**src/rtl/serial_tx_arbiter_pkg.sv**
```systemverilog
// Shared constants and state encoding for the serial transmit path.
package serial_tx_arbiter_pkg;

  localparam int BYTE_W         = 8;
  localparam int CLOCK_HZ       = 48_000_000;
  localparam int BAUD           = 9600;
  localparam int CYCLES_PER_BIT = CLOCK_HZ / BAUD;

  typedef enum logic {IDLE, SEND} arb_state_t;

endpackage

```
**src/rtl/serial_tx_arbiter_if.sv**
```systemverilog
// Requester byte streams plus the serial_transmitter handshake, as seen by the arbiter.
interface serial_tx_arbiter_if #(
  parameter int NUM_REQ = 3
) ();
  import serial_tx_arbiter_pkg::*;

  logic [NUM_REQ-1:0]         req_valid;
  logic [BYTE_W*NUM_REQ-1:0]  req_data;
  logic [NUM_REQ-1:0]         req_last;
  logic [NUM_REQ-1:0]         req_ready;
  logic                       grant_valid;
  logic [$clog2(NUM_REQ)-1:0] grant_id;
  logic                       aborted;
  logic [BYTE_W-1:0]          tx_data;
  logic                       tx_data_available;
  logic                       tx_ready;

  modport master (
    output req_valid, req_data, req_last, tx_ready,
    input  req_ready, grant_valid, grant_id, aborted, tx_data, tx_data_available
  );

  modport slave (
    input  req_valid, req_data, req_last, tx_ready,
    output req_ready, grant_valid, grant_id, aborted, tx_data, tx_data_available
  );

endinterface

```
**src/rtl/serial_tx_arbiter_rr_picker.sv**
```systemverilog
// Combinational round-robin picker: first set request after ptr, wrapping modulo NUM_REQ.
module serial_tx_arbiter_rr_picker #(
  parameter int NUM_REQ = 3,
  parameter int ID_W    = $clog2(NUM_REQ)
) (
  input  logic [NUM_REQ-1:0] req,
  input  logic [ID_W-1:0]    ptr,
  output logic               found,
  output logic [ID_W-1:0]    index
);

  logic [ID_W-1:0] cand [NUM_REQ];

  // cand[k] is the requester that sits k+1 places after ptr
  for (genvar gi = 0; gi < NUM_REQ; gi++) begin : g_cand
    assign cand[gi] = ID_W'((int'(ptr) + gi + 1) % NUM_REQ);
  end

  always_comb begin
    found = 1'b0;
    index = '0;
    for (int k = NUM_REQ - 1; k >= 0; k--) begin
      if (req[cand[k]]) begin
        found = 1'b1;
        index = cand[k];
      end
    end
  end

endmodule

```
**src/rtl/serial_tx_arbiter.sv**
```systemverilog
// Message-granular round-robin arbiter sharing one serial_transmitter among NUM_REQ byte streams.
module serial_tx_arbiter
  import serial_tx_arbiter_pkg::*;
#(
  parameter int NUM_REQ      = 3,
  parameter int IDLE_TIMEOUT = 4096
) (
  input  logic              clock,
  input  logic              reset,
  serial_tx_arbiter_if.slave bus
);

  localparam int ID_W  = $clog2(NUM_REQ);
  localparam int CNT_W = $clog2(IDLE_TIMEOUT) + 1;
  localparam logic [CNT_W-1:0] STALL_LIMIT = CNT_W'(IDLE_TIMEOUT - 1);
  localparam logic [ID_W-1:0]  PTR_INIT    = ID_W'(NUM_REQ - 1);

  arb_state_t        state_reg, state_next;
  logic [ID_W-1:0]   grant_reg, grant_next;
  logic [ID_W-1:0]   ptr_reg, ptr_next;
  logic [CNT_W-1:0]  stall_reg, stall_next;

  logic              pick_found;
  logic [ID_W-1:0]   pick_index;
  logic [BYTE_W-1:0] data_lane [NUM_REQ];
  logic              owner_valid, owner_last;
  logic [BYTE_W-1:0] owner_data;

  for (genvar gi = 0; gi < NUM_REQ; gi++) begin : g_lane
    assign data_lane[gi] = bus.req_data[gi*BYTE_W +: BYTE_W];
  end

  assign owner_valid = bus.req_valid[grant_reg];
  assign owner_last  = bus.req_last[grant_reg];
  assign owner_data  = data_lane[grant_reg];

  serial_tx_arbiter_rr_picker #(.NUM_REQ(NUM_REQ), .ID_W(ID_W)) u_picker (
    .req   (bus.req_valid),
    .ptr   (ptr_reg),
    .found (pick_found),
    .index (pick_index)
  );

  always_ff @(posedge clock) begin
    if (reset) begin
      state_reg <= IDLE;
      grant_reg <= '0;
      ptr_reg   <= PTR_INIT;
      stall_reg <= '0;
    end else begin
      state_reg <= state_next;
      grant_reg <= grant_next;
      ptr_reg   <= ptr_next;
      stall_reg <= stall_next;
    end
  end

  always_comb begin
    state_next            = state_reg;
    grant_next            = grant_reg;
    ptr_next              = ptr_reg;
    stall_next            = stall_reg;
    bus.req_ready         = '0;
    bus.grant_valid       = 1'b0;
    bus.grant_id          = '0;
    bus.aborted           = 1'b0;
    bus.tx_data           = '0;
    bus.tx_data_available = 1'b0;

    case (state_reg)
      IDLE: begin
        if (pick_found) begin
          state_next = SEND;
          grant_next = pick_index;
          stall_next = '0;
        end
      end
      SEND: begin
        bus.grant_valid          = 1'b1;
        bus.grant_id             = grant_reg;
        bus.tx_data              = owner_data;
        bus.tx_data_available    = owner_valid;
        bus.req_ready[grant_reg] = owner_valid & bus.tx_ready;
        // A busy UART with a byte waiting is not a stall
        if (owner_valid) begin
          stall_next = '0;
          if (bus.tx_ready && owner_last) begin
            state_next = IDLE;
            ptr_next   = grant_reg;
          end
        end else if (stall_reg == STALL_LIMIT) begin
          state_next  = IDLE;
          ptr_next    = grant_reg;
          bus.aborted = 1'b1;
        end else begin
          stall_next = stall_reg + 1'b1;
        end
      end
      default: state_next = IDLE;
    endcase
  end

endmodule

```
**src/flat_wrapper.sv**
```systemverilog
// flat-port wrapper written by rule: the top's interface ports become plain ports
module serial_tx_arbiter_flat import serial_tx_arbiter_pkg::*;
#(
  parameter int NUM_REQ      = 3,
  parameter int IDLE_TIMEOUT = 4096
)
  (clock, reset, bus_req_valid, bus_req_data, bus_req_last, bus_tx_ready, bus_req_ready, bus_grant_valid, bus_grant_id, bus_aborted, bus_tx_data, bus_tx_data_available);
  serial_tx_arbiter_if #(.NUM_REQ(NUM_REQ)) bus_i ();
  input  logic clock;
  input  logic reset;
  input wire logic [$bits(bus_i.req_valid)-1:0] bus_req_valid;
  input wire logic [$bits(bus_i.req_data)-1:0] bus_req_data;
  input wire logic [$bits(bus_i.req_last)-1:0] bus_req_last;
  input wire logic [$bits(bus_i.tx_ready)-1:0] bus_tx_ready;
  output wire logic [$bits(bus_i.req_ready)-1:0] bus_req_ready;
  output wire logic [$bits(bus_i.grant_valid)-1:0] bus_grant_valid;
  output wire logic [$bits(bus_i.grant_id)-1:0] bus_grant_id;
  output wire logic [$bits(bus_i.aborted)-1:0] bus_aborted;
  output wire logic [$bits(bus_i.tx_data)-1:0] bus_tx_data;
  output wire logic [$bits(bus_i.tx_data_available)-1:0] bus_tx_data_available;
  assign bus_i.req_valid = bus_req_valid;
  assign bus_i.req_data = bus_req_data;
  assign bus_i.req_last = bus_req_last;
  assign bus_i.tx_ready = bus_tx_ready;
  assign bus_req_ready = bus_i.req_ready;
  assign bus_grant_valid = bus_i.grant_valid;
  assign bus_grant_id = bus_i.grant_id;
  assign bus_aborted = bus_i.aborted;
  assign bus_tx_data = bus_i.tx_data;
  assign bus_tx_data_available = bus_i.tx_data_available;
  serial_tx_arbiter #(.NUM_REQ(NUM_REQ), .IDLE_TIMEOUT(IDLE_TIMEOUT)) u_core (.clock(clock), .reset(reset), .bus(bus_i));
endmodule
```
**config.mk**
```make
export PLATFORM = sky130hd
export DESIGN_NAME = serial_tx_arbiter_flat
export DESIGN_NICKNAME = d
export VERILOG_FILES = /design/src/rtl/serial_tx_arbiter_pkg.sv /design/src/rtl/serial_tx_arbiter_if.sv /design/src/rtl/serial_tx_arbiter_rr_picker.sv /design/src/rtl/serial_tx_arbiter.sv /design/src/flat_wrapper.sv
export SDC_FILE = /design/constraint.sdc
export NUM_CORES = 1
export LEC_CHECK = 0
export CAP_MARGIN = 20
export CORE_ASPECT_RATIO = 0.75
export CORE_MARGIN = 1.5
export CORE_UTILIZATION = 50
export DETAILED_ROUTE_END_ITERATION = 7
export GPL_TIMING_DRIVEN = 0
export PLACE_DENSITY = 0.95
export SYNTH_ARGS = -nofsm -noshare
export SYNTH_HDL_FRONTEND = slang
export SYNTH_SLANG_ARGS = --single-unit
```
**constraint.sdc**
```tcl
create_clock -name clock -period 2.9 [get_ports clock]
set_input_delay 0.435 -clock clock [delete_from_list [all_inputs] [get_ports clock]]
set_output_delay 0.435 -clock clock [all_outputs]
set_load 0.01 [all_outputs]
```
==> flow_summary.yaml <==
synthesis:
  ys.flop_type: "dfxtp_1"
  synth_cell_types: 50
  synth_enable_flop_cells: 0
  synthMuxAreaShare_pct: 9.729
  synth-xor-area-share_pct: 0
  syn-instance-count: 194
  synth_compound_area_share_pct: 25.60
  synthTopCellsByArea: "dfxtp_1 (23%), mux2i_1 (8.3%), a21oi_1 (7.0%)"
  yosys_warnings: 0
  yosys.area_share.adder_pct: 3.987
  synth_top_family_by_area: "simple AND/OR/NAND/NOR gates"
  synth_seq_cells: 18
  yosysSeqAreaShare_pct: 22.97
  synth-simple-area-share_pct: 30.06
  syn_area_um2: 1569
  syn_area_per_cell_um2: 8.088
  synth.largest_area_cell: "dfxtp_1"
  synth-async-reset-ratio_pct: 0
  syn_nets: 232
  yosysTopAreaCellShare_pct: 22.97
detailed_routing:
  viasPerCell: 5.701
  via_count: 1619
  antenna_left: 0
  routedWlPerCell_um: 15.34
  totalWireLength_um: 4357
  drc: 0
  first_pass_iters: 4
  drt-initial-drc-count: 110
floorplan:
  coreArea_um2: 2957
  die_w_um: 67.69
  dieArea_um2: 3486
  ios: 49
  placementRows: 17
  die_h_um: 51.51
  start_util_pct: 53.07
timing:
  drv_slew: 0
  fin_crit_ps: 2788
  fmax_ghz: 0.3586
  period_share_pct: 96.15
  finalHoldViolCount: 0
  finClkSkew_ps: 4.655
  setup_viol: 0
  max_slew.worst_pin.slew_ps: 624.0
  rsz0062_at_grt: "no"
  fin_tns_setup_ps: 0
  relSlewSlack_pct: 58.40
cts:
  cts_sinks: 18
  ctsHtreeMaxLevel: 1
  cts_hold_buffers: 0
  worstSkewPairLatency_ps: 260
  cts_tree: "done"
  clk_pin_slew_ps: 60
  clockBufferDepth: 2
  cts_root_buf: "clkbuf_8"
  cts_made_buffers: 3
worst_setup_path:
  start_kind: "input port"
  rr_endpoint: "u_core.stall_reg[2]"
  worst-path-max-fanout: 6
  cp.arrival_ps: 2350
  reg2reg_from: "u_core.ptr_reg[0]"
  ff2ff_path_depth: 9
  cp.required_ps: 2470
  reg2reg_slack_ps: 910
  worstSetupPathType: "input port to output port"
  critPathCaptureType: "output port"
grt:
  grt_pass1_wl_um: 6789
  track_usage_pct: 25.66
  overflow: 0
  grt_max_degree: 11
  grt_pass1_vias: 1394
  antenna_found_initial: 0
power_and_ir_drop:
  p_per_area_nw_per_um2: 307.9
  power_mw: 0.6619
  p_leak_nw: 0.8161
  ir_worst_vdd_v: 0.0003510
final_layout:
  diodes: 0
  final_cell_mix: "clkdlybuf4s50_1 (45), nor2_1 (26), a21oi_1 (22)"
  area_growth_pct: 37.00
  fin_nets: 286
  largest_reg_flops: 13
  fin_area_um2: 2150
  layout_commonest_cell: "clkdlybuf4s50_1"
  drive_gt1_share_pct: 14.23
  finish.utilization_pct: 72.70
worst_hold_path:
  hold_path_class: "flip-flop to flip-flop"
  hp-start: "u_core.stall_reg[12]"
  hold_end: "u_core.stall_reg[12]"
  whs_path_depth: 1
placement:
  placed_cell_area_um2: 2097
  io_buffers: 48
  dp_hpwl_um: 3203
  gp_congestion: 0.8301
run:
  drv_cap: 0
run_status:
  status: "complete, no violations"
## repair_timing
item	CTS	global route
pin swaps	0	1
buffers inserted	0	1
setup endpoints to repair	1	2
resized for setup	1	2
## worst max path at each step
| stage | startpoint | end | slack, ps | cells past startpoint |
|---|---|---|---|---|
| 2_1_floorplan | u_core.grant_reg[0] | bus_req_ready[1] | 1080 | 6 |
| 3_3_place_gp | bus_req_valid[1] | bus_req_ready[1] | 20 | 7 |
| 3_5_place_dp | bus_req_valid[0] | bus_req_ready[1] | 10 | 7 |
| 4_1_cts | bus_req_valid[1] | bus_req_ready[1] | 1 | 7 |
| 5_1_grt | bus_req_valid[2] | bus_req_ready[0] | 10 | 7 |
| 6_report | bus_req_valid[2] | bus_req_ready[0] | 110 | 7 |
## worst max-delay path, stage by stage
cell and delay (ps):
clkdlybuf4s50_1 580, nand3b_1 160, o21ai_2 150, and2_4 220
nand2_1 90, nor3_1 140, clkdlybuf4s50_1 570
## Yosys cell counts, types with 3 or more instances
master    instances
nor2b_1           5
nand3b_1          3
nor3_1            4
nand4_1           3
nand3_1           3
buf_6             3
o21ai_1           6
nor2_1           26
buf_2             5
a21oi_1          22
dfxtp_1          18
mux2i_1          13
nand2_1          11
inv_1             6
ha_1              5
a31oi_1           6
nor3_2            5
o21ai_0           8
and3_1            3
## layout make-up
| class | instances | area, um^2 |
|---|---|---|
| Timing Repair Buffer | 49 | 491.7 |
| Multi-Input combinational cell | 157 | 1089 |
| Sequential cell | 18 | 360.3 |
| Fill cell | 214 | 807.0 |
| Tap cell | 38 | 47.55 |
| Inverter | 7 | 26.28 |
| Clock buffer | 3 | 41.29 |
| Buffer | 12 | 93.84 |
## routing by layer
layer,track usage [%],share of wire [%],vias to the layer above
li1,-,-,814
met1,36.73,48,746
met2,37.91,45,54
met3,6.494,5.6,5
met4,7.483,0.83,0
met5,0,0,-
## cell families after synthesis
logic type	count (synthesis)
AO/OA/AOI/OAI	59
multiplexers	14
buffers and inverters	19
flip-flops	18
adder cells (fa/ha/maj)	5
AND/OR/NAND/NOR	79
## stage by stage
step	cells	setup WS [ps]	hold slack, ps
finish	284	111.5	487.3
global route	284	11.13	515.2
CTS	283	1.168	483.8
detailed placement	280	9.522	474.9
global placement	280	24.18	458.5
floorplan	194	1076	448.2
## power by group
group,switching (mW),internal [mW],total [mW]
clock,0.0872,0.0927,0.180
sequential,0.00675,0.252,0.259
combinational,0.106,0.117,0.223
total,0.200,0.462,0.662
Power figures use the tool's default switching activity.
